==> src/rtl/cacheline_adaptor.sv <==
// ============================================================================
// cacheline_adaptor : splits cache-line fills/writebacks into memory bursts
// Revision 1.0
// ============================================================================
`default_nettype none

module cacheline_adaptor #(
    parameter int S_LINE   = 256,
    parameter int S_BURST  = 64,
    parameter int N_BURST  = S_LINE / S_BURST,
    parameter int S_OFFSET = 5
) (
    input  logic               clk,
    input  logic               rst,
    input  logic [S_LINE-1:0]  line_i,
    output logic [S_LINE-1:0]  line_o,
    input  logic [31:0]        address_i,
    input  logic               read_i,
    input  logic               write_i,
    output logic               resp_o,
    input  logic [S_BURST-1:0] burst_i,
    output logic [S_BURST-1:0] burst_o,
    output logic [31:0]        address_o,
    output logic               read_o,
    output logic               write_o,
    input  logic               resp_i
);

    localparam int CNT_W = (N_BURST > 1) ? $clog2(N_BURST) : 1;
    localparam logic [CNT_W-1:0] LAST_BEAT = CNT_W'(N_BURST - 1);
    localparam logic [31:0] OFFSET_MASK = ~((32'd1 << S_OFFSET) - 32'd1);

    localparam logic [1:0] IDLE = 2'd0;
    localparam logic [1:0] RD   = 2'd1;
    localparam logic [1:0] WR   = 2'd2;
    localparam logic [1:0] DONE = 2'd3;

    logic [1:0]        state;
    logic [1:0]        state_next;
    logic [CNT_W-1:0]  cnt;
    logic [S_LINE-1:0] buffer;
    logic [31:0]       addr_reg;
    logic              last_beat;

    assign last_beat = resp_i && (cnt == LAST_BEAT);

    always_ff @(posedge clk) begin
        if (!rst) begin
            state <= IDLE;
        end else begin
            state <= state_next;
        end
    end

    always_comb begin
        state_next = state;
        case (state)
            IDLE: begin
                if (write_i) begin
                    state_next = WR;
                end else if (read_i) begin
                    state_next = RD;
                end
            end
            RD:      if (last_beat) state_next = DONE;
            WR:      if (last_beat) state_next = DONE;
            default: state_next = IDLE;
        endcase
    end

    // Full address is kept; offset bits are cleared only on the way out.
    always_ff @(posedge clk) begin
        if (!rst) begin
            cnt      <= '0;
            buffer   <= '0;
            addr_reg <= '0;
        end else begin
            case (state)
                IDLE: begin
                    if (write_i) begin
                        buffer   <= line_i;
                        addr_reg <= address_i;
                        cnt      <= '0;
                    end else if (read_i) begin
                        addr_reg <= address_i;
                        cnt      <= '0;
                    end
                end
                RD: begin
                    if (resp_i) begin
                        buffer[int'(cnt)*S_BURST +: S_BURST] <= burst_i;
                        cnt <= cnt + 1'b1;
                    end
                end
                WR: begin
                    if (resp_i) begin
                        cnt <= cnt + 1'b1;
                    end
                end
                default: ;
            endcase
        end
    end

    always_comb begin
        read_o    = 1'b0;
        write_o   = 1'b0;
        resp_o    = 1'b0;
        burst_o   = '0;
        line_o    = buffer;
        address_o = addr_reg & OFFSET_MASK;
        case (state)
            RD: read_o = 1'b1;
            WR: begin
                write_o = 1'b1;
                burst_o = buffer[int'(cnt)*S_BURST +: S_BURST];
            end
            DONE:    resp_o = 1'b1;
            default: ;
        endcase
    end

endmodule

`default_nettype wire

==> config.mk <==
export PLATFORM = sky130hd
export DESIGN_NAME = cacheline_adaptor
export DESIGN_NICKNAME = d
export VERILOG_FILES = /design/src/rtl/cacheline_adaptor.sv
export SDC_FILE = /design/constraint.sdc
export NUM_CORES = 1
export LEC_CHECK = 0
export ABC_AREA = 1
export BUFFER_PORTS_ARGS = -buffer_cell sky130_fd_sc_hd__buf_2
export CORE_AREA = 2 2 275 277
export DETAILED_ROUTE_END_ITERATION = 7
export DIE_AREA = 0 0 277 279
export PLACE_DENSITY = 0.53
export SLEW_MARGIN = 15
export SYNTH_ARGS = -nofsm -noshare
export SYNTH_HDL_FRONTEND = slang
export SYNTH_SLANG_ARGS = --single-unit
==> constraint.sdc <==
create_clock -name clk -period 2 [get_ports clk]
set_input_delay 0.1 -clock clk [delete_from_list [all_inputs] [get_ports clk]]
set_output_delay 0.1 -clock clk [all_outputs]
set_load 0.01 [all_outputs]
==> Yosys cells after proc, flatten, opt, wreduce, memory -nomap -nowiden <==
Index checks and enable logic that the tools add are counted.
{ "word_totals": {"out_inout_bits": 355, "reg_bits": 292, "wordCells": 46} }
{ "op_classes": {"muxes": 18, "n_reduce_logical": 10, "n_shift": 3, "add_sub_neg": 2, "n_eq_ne": 9} }
{ "ops": {"columns": ["operator", "count"], "rows": [
  ["2-to-1 mux 256 bit", 2],
  ["one-hot mux 256 bit (2 select lines)", 1],
  ["bitwise mux 256 bit", 1],
  ["variable shift 64 x 33 -> 256 bit (first input constant)", 1],
  ["indexed part select 256 x 9 -> 64 bit", 1],
  ["indexed part select 64 x 33 -> 256 bit", 1],
  ["2-to-1 mux 32 bit", 2],
  ["2-to-1 mux 64 bit", 1],
  ["negator 8 -> 33 bit", 1],
  ["2-to-1 mux 2 bit", 6],
  ["one-hot mux 2 bit (2 select lines)", 2],
  ["== test 2 bit (second input constant)", 3],
  ["AND reduction 3 bit", 2],
  ["nonzero test 2 bit", 3],
  ["inequality test 2 x 1 -> 1 bit (second input constant)", 2],
  ["inequality test 2 bit (second input constant)", 2],
  ["AND reduction 2 bit", 2],
  ["2-to-1 mux 1 bit", 3],
  ["inequality test 3 bit (second input constant)", 1],
  ["adder 2 x 1 -> 2 bit (second input constant)", 1],
  ["== test 2 x 1 -> 1 bit (second input constant)", 1],
  ["zero test 2 bit", 1],
  ["OR reduction 2 bit", 1],
  ["logical AND 1 bit", 1]
]} }

==> Logic depth before layout (Yosys ltp) <==
{ "logic_depth": {"word_depth": 5, "mapped_depth": 13, "mapped_depth_nobuf": 9} }

==> Least setup slack after synthesis <==
Ideal clock, no wire load.
{ "synth_path": {"kind": "flip-flop to flip-flop", "startpoint": "register cnt[0]", "endpoint": "register buffer[172] (netlist: line_o[172])", "stages_incl_launch_ff": 13, "period_less_slack_ps": 2140, "arrival_ps": 2028, "setup_ps": 113, "path_slack_ps": -140, "path_buffers": 5, "cell_sequence": "dfxtp_1 -> inv_2 -> buf_2 -> buf_1 -> ha_1 -> clkbuf_1 -> inv_1 -> nand2_1 -> nand3_1 -> buf_2 -> buf_2 -> nor2_1 -> nor2_1"} }
{ "synth_via": {"elab_chain_cells": 5} }
{ "synth_rtl": {"columns": ["item", "line_no", "source"], "rows": [
  ["start, declared", "40", "logic [CNT_W-1:0] cnt;"],
  ["start signal, assigned", "92", "cnt <= cnt + 1'b1;"],
  ["start signal, assigned", "97", "cnt <= cnt + 1'b1;"],
  ["negator 8 -> 33 bit *", "91", "buffer[int'(cnt)*S_BURST +: S_BURST] <= burst_i;"],
  ["indexed part select 64 x 33 -> 256 bit / variable shift 64 x 33 -> 256 bit (equally long branches)", "91", null],
  ["bitwise mux 256 bit *", "91", null],
  ["2-to-1 mux 256 bit *", "90", "if (resp_i) begin"],
  ["one-hot mux 256 bit (2 select lines) *", "78", "case (state)"],
  ["end signal, assigned", "81", "buffer <= line_i;"],
  ["end signal, assigned by index", "91", null],
  ["end, declared", "41", "logic [S_LINE-1:0] buffer;"]
]} }
Mark *: on every way between the ends. The rest lies on a longest branch, timed or not. The select of a mux whose other input is x is not followed.
A chain may end at the register's enable or synchronous reset.

==> Worst setup path after layout <==
{ "layout_path": {"startpoint": "register cnt[0]", "endpoint": "output burst_o[22]"} }
{ "layout_via": {"elab_chain_cells": 2} }
{ "layout_rtl": {"columns": ["item", "line_no", "source"], "rows": [
  ["indexed part select 256 x 9 -> 64 bit", "116", "burst_o = buffer[int'(cnt)*S_BURST +: S_BURST];"],
  ["2-to-1 mux 64 bit", "112", "case (state)"],
  ["end, declared", "22", "output logic [S_BURST-1:0] burst_o,"]
]} }
Every way passes these cells.

==> flow_summary.html <==
<table>
<tr><th>Metric</th><th>Value</th></tr>
<tr><th colspan="2">Outcome</th></tr>
<tr><td>Run status</td><td>finished, violations left</td></tr>
<tr><td>Violated checks</td><td>setup timing</td></tr>
<tr><th colspan="2">Clocking</th></tr>
<tr><td>Longest Clk Path Bufs</td><td>3</td></tr>
<tr><td>H-tree depth reported by CTS</td><td>2</td></tr>
<tr><td>Clock transition at path regs</td><td>0.06 ns</td></tr>
<tr><td>Worst-skew pair later-pin latency</td><td>0.56 ns</td></tr>
<tr><td>CTS tree</td><td>yes</td></tr>
<tr><td>Sink count of the clock tree</td><td>287</td></tr>
<tr><td>Number of buffers added by the clock tree synthesis step</td><td>40</td></tr>
<tr><td>Clock tree root buffer cell</td><td>sky130_fd_sc_hd__clkbuf_16</td></tr>
<tr><th colspan="2">Timing</th></tr>
<tr><td>Final hold viol count</td><td>0</td></tr>
<tr><td>Worst Clk Skew</td><td>0.01325 ns</td></tr>
<tr><td>Final total negative setup slack</td><td>-2.767 ns</td></tr>
<tr><td>Unrepaired setup endpoints after global routing</td><td>yes</td></tr>
<tr><td>Final min period</td><td>around 2.1 ns</td></tr>
<tr><td>Number of pins exceeding their max-slew limit in the final report</td><td>0</td></tr>
<tr><td>Final setup violation count</td><td>86</td></tr>
<tr><td>Tcrit/Tclk final</td><td>107.0%</td></tr>
<tr><td>Max-slew headroom</td><td>66.48%</td></tr>
<tr><td>Transition time at the pin with the least slew margin</td><td>between 0.5 and 0.6 ns</td></tr>
<tr><td>Timing-limited maximum frequency</td><td>467.3 MHz</td></tr>
<tr><td>Worst Slack Setup Final</td><td>-0.1399 ns</td></tr>
<tr><th colspan="2">Global routing</th></tr>
<tr><td>Global-route wire length before repair</td><td>147500 µm</td></tr>
<tr><td>Number of antenna violations at the first check in global routing</td><td>11</td></tr>
<tr><td>Largest net degree at the start of global routing</td><td>79</td></tr>
<tr><td>Tot GR Track Use</td><td>between 20% and 30%</td></tr>
<tr><td>Overflow after GRT</td><td>0</td></tr>
<tr><td>Number of global-route vias before repair</td><td>~24000</td></tr>
<tr><th colspan="2">Floorplanning</th></tr>
<tr><td>Count of pins on the block boundary</td><td>712</td></tr>
<tr><td>Placeable Area</td><td>74070 µm²</td></tr>
<tr><td>Initial Util</td><td>24.84%</td></tr>
<tr><td>Die Outline Area</td><td>77280 µm²</td></tr>
<tr><td>Horizontal extent of the die</td><td>277 µm</td></tr>
<tr><td>Number of placement rows</td><td>100</td></tr>
<tr><td>Y dimension of the die</td><td>279 µm</td></tr>
<tr><th colspan="2">Logic synthesis</th></tr>
<tr><td>Post-synthesis adder-cell area fraction</td><td>0.6801%</td></tr>
<tr><td>Fraction of the mapped netlist area in simple logic gates</td><td>45.89%</td></tr>
<tr><td>Synthesis Warnings</td><td>0</td></tr>
<tr><td>XOR/XNOR Fraction of Synth Area</td><td>0%</td></tr>
<tr><td>Post-synthesis cell type count</td><td>18</td></tr>
<tr><td>Synthesized flop and latch total</td><td>287</td></tr>
<tr><td>Mapped cell area</td><td>18400 µm²</td></tr>
<tr><td>Post-Syn Instances</td><td>3376</td></tr>
<tr><td>Multiplexer share of the synthesized area</td><td>0%</td></tr>
<tr><td>Share of the synthesized area in compound gates (AO/OA/AOI/OAI)</td><td>9.548%</td></tr>
<tr><td>Sequential area share after synthesis</td><td>between 30 and 40%</td></tr>
<tr><td>Per-instance average area after synthesis</td><td>5.450 µm²</td></tr>
<tr><td>Combinational family with the most area after synthesis</td><td>simple AND/OR/NAND/NOR gates</td></tr>
<tr><th colspan="2">Critical path</th></tr>
<tr><td>Crit path capture type</td><td>output port</td></tr>
<tr><td>Worst reg2reg path endpoint</td><td>line_o[78]$_SDFFE_PN0P_</td></tr>
<tr><td>Worst Setup Start Kind</td><td>flop</td></tr>
<tr><td>CP Class</td><td>flop to output port</td></tr>
<tr><td>Source of the worst register-to-register timing path</td><td>cnt[0]$_SDFFE_PN0P_</td></tr>
<tr><td>Flop2flop setup slack</td><td>-0.05 ns</td></tr>
<tr><td>Critical path destination</td><td>burst_o[22]</td></tr>
<tr><td>Data arrival time of the worst path</td><td>roughly 2.0 ns</td></tr>
<tr><td>Highest fanout seen on the critical path</td><td>34</td></tr>
<tr><td>Worst setup path startpoint</td><td>cnt[0]$_SDFFE_PN0P_</td></tr>
<tr><td>Worst-case reg-to-reg path depth</td><td>11</td></tr>
<tr><td>Data required time of the worst path</td><td>approximately 1.9 ns</td></tr>
<tr><th colspan="2">Job</th></tr>
<tr><td>Max_cap viols</td><td>0</td></tr>
<tr><th colspan="2">Routing</th></tr>
<tr><td>Iteration-0 DRC count of the detailed router</td><td>2457</td></tr>
<tr><td>First-pass iteration count of the detailed router</td><td>6</td></tr>
<tr><td>Total length of routed wires</td><td>118300 µm</td></tr>
<tr><td>Residual DRC</td><td>0</td></tr>
<tr><td>Vias</td><td>25570</td></tr>
<tr><td>Via count normalized by instance count</td><td>4.731</td></tr>
<tr><td>DR WL/cell</td><td>around 22 µm</td></tr>
<tr><td>Post-DRT Antenna Nets</td><td>0</td></tr>
<tr><th colspan="2">Worst hold path</th></tr>
<tr><td>Kind of path behind the tightest hold check</td><td>input port to flop</td></tr>
<tr><th colspan="2">Power and ir drop</th></tr>
<tr><td>P_leak</td><td>between 15 and 20 nW</td></tr>
<tr><td>Total power</td><td>54.61 mW</td></tr>
<tr><td>Pwr Density</td><td>1761 nW/µm²</td></tr>
<tr><td>Maximum VDD drop</td><td>approximately 1.1 mV</td></tr>
<tr><th colspan="2">Final layout</th></tr>
<tr><td>Area used by sequential logic in the layout</td><td>5756 µm²</td></tr>
<tr><td>Layout cells sized above 1</td><td>25.90%</td></tr>
<tr><td>Multi-input logic area</td><td>11220 µm²</td></tr>
<tr><td>Synthesis-to-finish area growth</td><td>68.53%</td></tr>
<tr><td>Post-layout nets</td><td>4773</td></tr>
<tr><td>Max FFs per register</td><td>256</td></tr>
<tr><td>Top library cells by usage in the layout, fill and taps aside</td><td>sky130_fd_sc_hd__nand2_1, sky130_fd_sc_hd__buf_2, sky130_fd_sc_hd__nor2_1</td></tr>
<tr><td>Most common cell after layout, fill and taps aside</td><td>sky130_fd_sc_hd__nand2_1</td></tr>
<tr><td>Number of fill cells</td><td>7872</td></tr>
<tr><th colspan="2">Placement</th></tr>
<tr><td>Routability-driven placement congestion ratio</td><td>0.8662</td></tr>
<tr><td>IO Port Bufs</td><td>around 700</td></tr>
<tr><td>HPWL after detailed placement</td><td>64420 µm</td></tr>
</table>
[layer usage]
layer  wire (µm)  global-route usage (%)  share of wire, %  up-vias
met5          46                       0             0.039        -
met2       55680                   43.09                47     1424
met3       10720                   4.502               9.1      293
met1       46230                   30.00                39    11590
met4        5584                   12.11               4.7        8
li1            -                       -                 -    12250
[cells in the mapped netlist]
master / n / share of area, %
sky130_fd_sc_hd__inv_1: 332 / 6.8
sky130_fd_sc_hd__a21oi_1: 222 / 6.0
sky130_fd_sc_hd__buf_1: 19 / 0.39
sky130_fd_sc_hd__inv_2: 5 / 0.10
sky130_fd_sc_hd__buf_4: 5 / 0.20
sky130_fd_sc_hd__o21ai_0: 84 / 2.3
sky130_fd_sc_hd__nand3b_1: 64 / 2.6
sky130_fd_sc_hd__ha_1: 10 / 0.68
sky130_fd_sc_hd__nor2_1: 614 / 13
sky130_fd_sc_hd__conb_1: 1 / 0.020
sky130_fd_sc_hd__nor2_2: 2 / 0.068
sky130_fd_sc_hd__nor2_4: 1 / 0.061
sky130_fd_sc_hd__nand3_1: 98 / 2.7
sky130_fd_sc_hd__nand2_1: 1370 / 28
sky130_fd_sc_hd__dfxtp_1: 287 / 31
sky130_fd_sc_hd__buf_2: 109 / 3.0
sky130_fd_sc_hd__o21ai_1: 45 / 1.2
sky130_fd_sc_hd__clkbuf_1: 108 / 2.2
[area by class of cell]
cell class / instances / share of cell area, %
clock buffers: 60 / 3.600
multi-input cells: 2515 / 36.20
flip-flops and latches: 287 / 18.56
well taps: 969 / 3.910
repair buffers: 1225 / 33.22
inverters: 337 / 4.217
clock inverters: 8 / 0.2583
diodes: 4 / 0.03228
[report_power, final]
| group | internal, mW | switching [mW] | total (mW) |
|---|---|---|---|
| registers | 8.64 | 2.11 | 10.7 |
| clock network | 3.86 | 3.01 | 6.87 |
| logic | 14.1 | 22.9 | 37.0 |
[worst max-delay path, stage by stage, from the launching register on]
cell and delay (ns):
sky130_fd_sc_hd__dfxtp_4 0.41, sky130_fd_sc_hd__clkinv_8 0.13, sky130_fd_sc_hd__buf_16 0.22, sky130_fd_sc_hd__a21oi_1 0.16
sky130_fd_sc_hd__o21ai_1 0.10, sky130_fd_sc_hd__a21oi_2 0.23, sky130_fd_sc_hd__buf_2 0.17
[what timing repair did]
action	CTS	global route
endpoints found under the hold margin	286	0
endpoints found under the setup margin	64	224
resized for setup	77	252
pin swaps	14	129
cloned	13	51
buffers inserted	8	40
hold buffers	327	0
[worst min-delay path by stage]
stage	startpoint	end	cells past startpoint
5_1_grt	burst_i[29]	line_o[29]$_SDFFE_PN0P_	6
6_report	burst_i[28]	line_o[28]$_SDFFE_PN0P_	6
3_3_place_gp	address_i[11]	addr_reg[11]$_SDFFE_PN0P_	3
2_1_floorplan	address_i[11]	addr_reg[11]$_SDFFE_PN0P_	2
3_5_place_dp	address_i[29]	addr_reg[29]$_SDFFE_PN0P_	3
4_1_cts	burst_i[41]	line_o[41]$_SDFFE_PN0P_	6
[through the flow]
step           area, µm²  hold slack (ns)  utilization (%)  instances  setup WS (ns)
6_report           31010          0.02323            41.86       5405        -0.1399
3_3_place_gp       23430           0.3504            31.63       4894         0.1000
5_1_grt            31000          0.02971            41.85       5403        -0.1917
4_1_cts            28500        0.0007511            38.48       5310        -0.1271
2_1_floorplan      18410           0.2439                -       3380       -0.02970
3_5_place_dp       23430           0.3562            31.63       4894        0.07998
[logic make-up (layout without fill, tap and decap cells)]
family                     after synthesis  in the layout
and+or+nand+nor                       2149           2149
adders and majority gates               10             10
buffers and inverters                  578           1630
AOI/OAI and AO/OA                      351            351
other                                    1              9
DFF                                    287            287
Power figures use the tool's default switching activity.
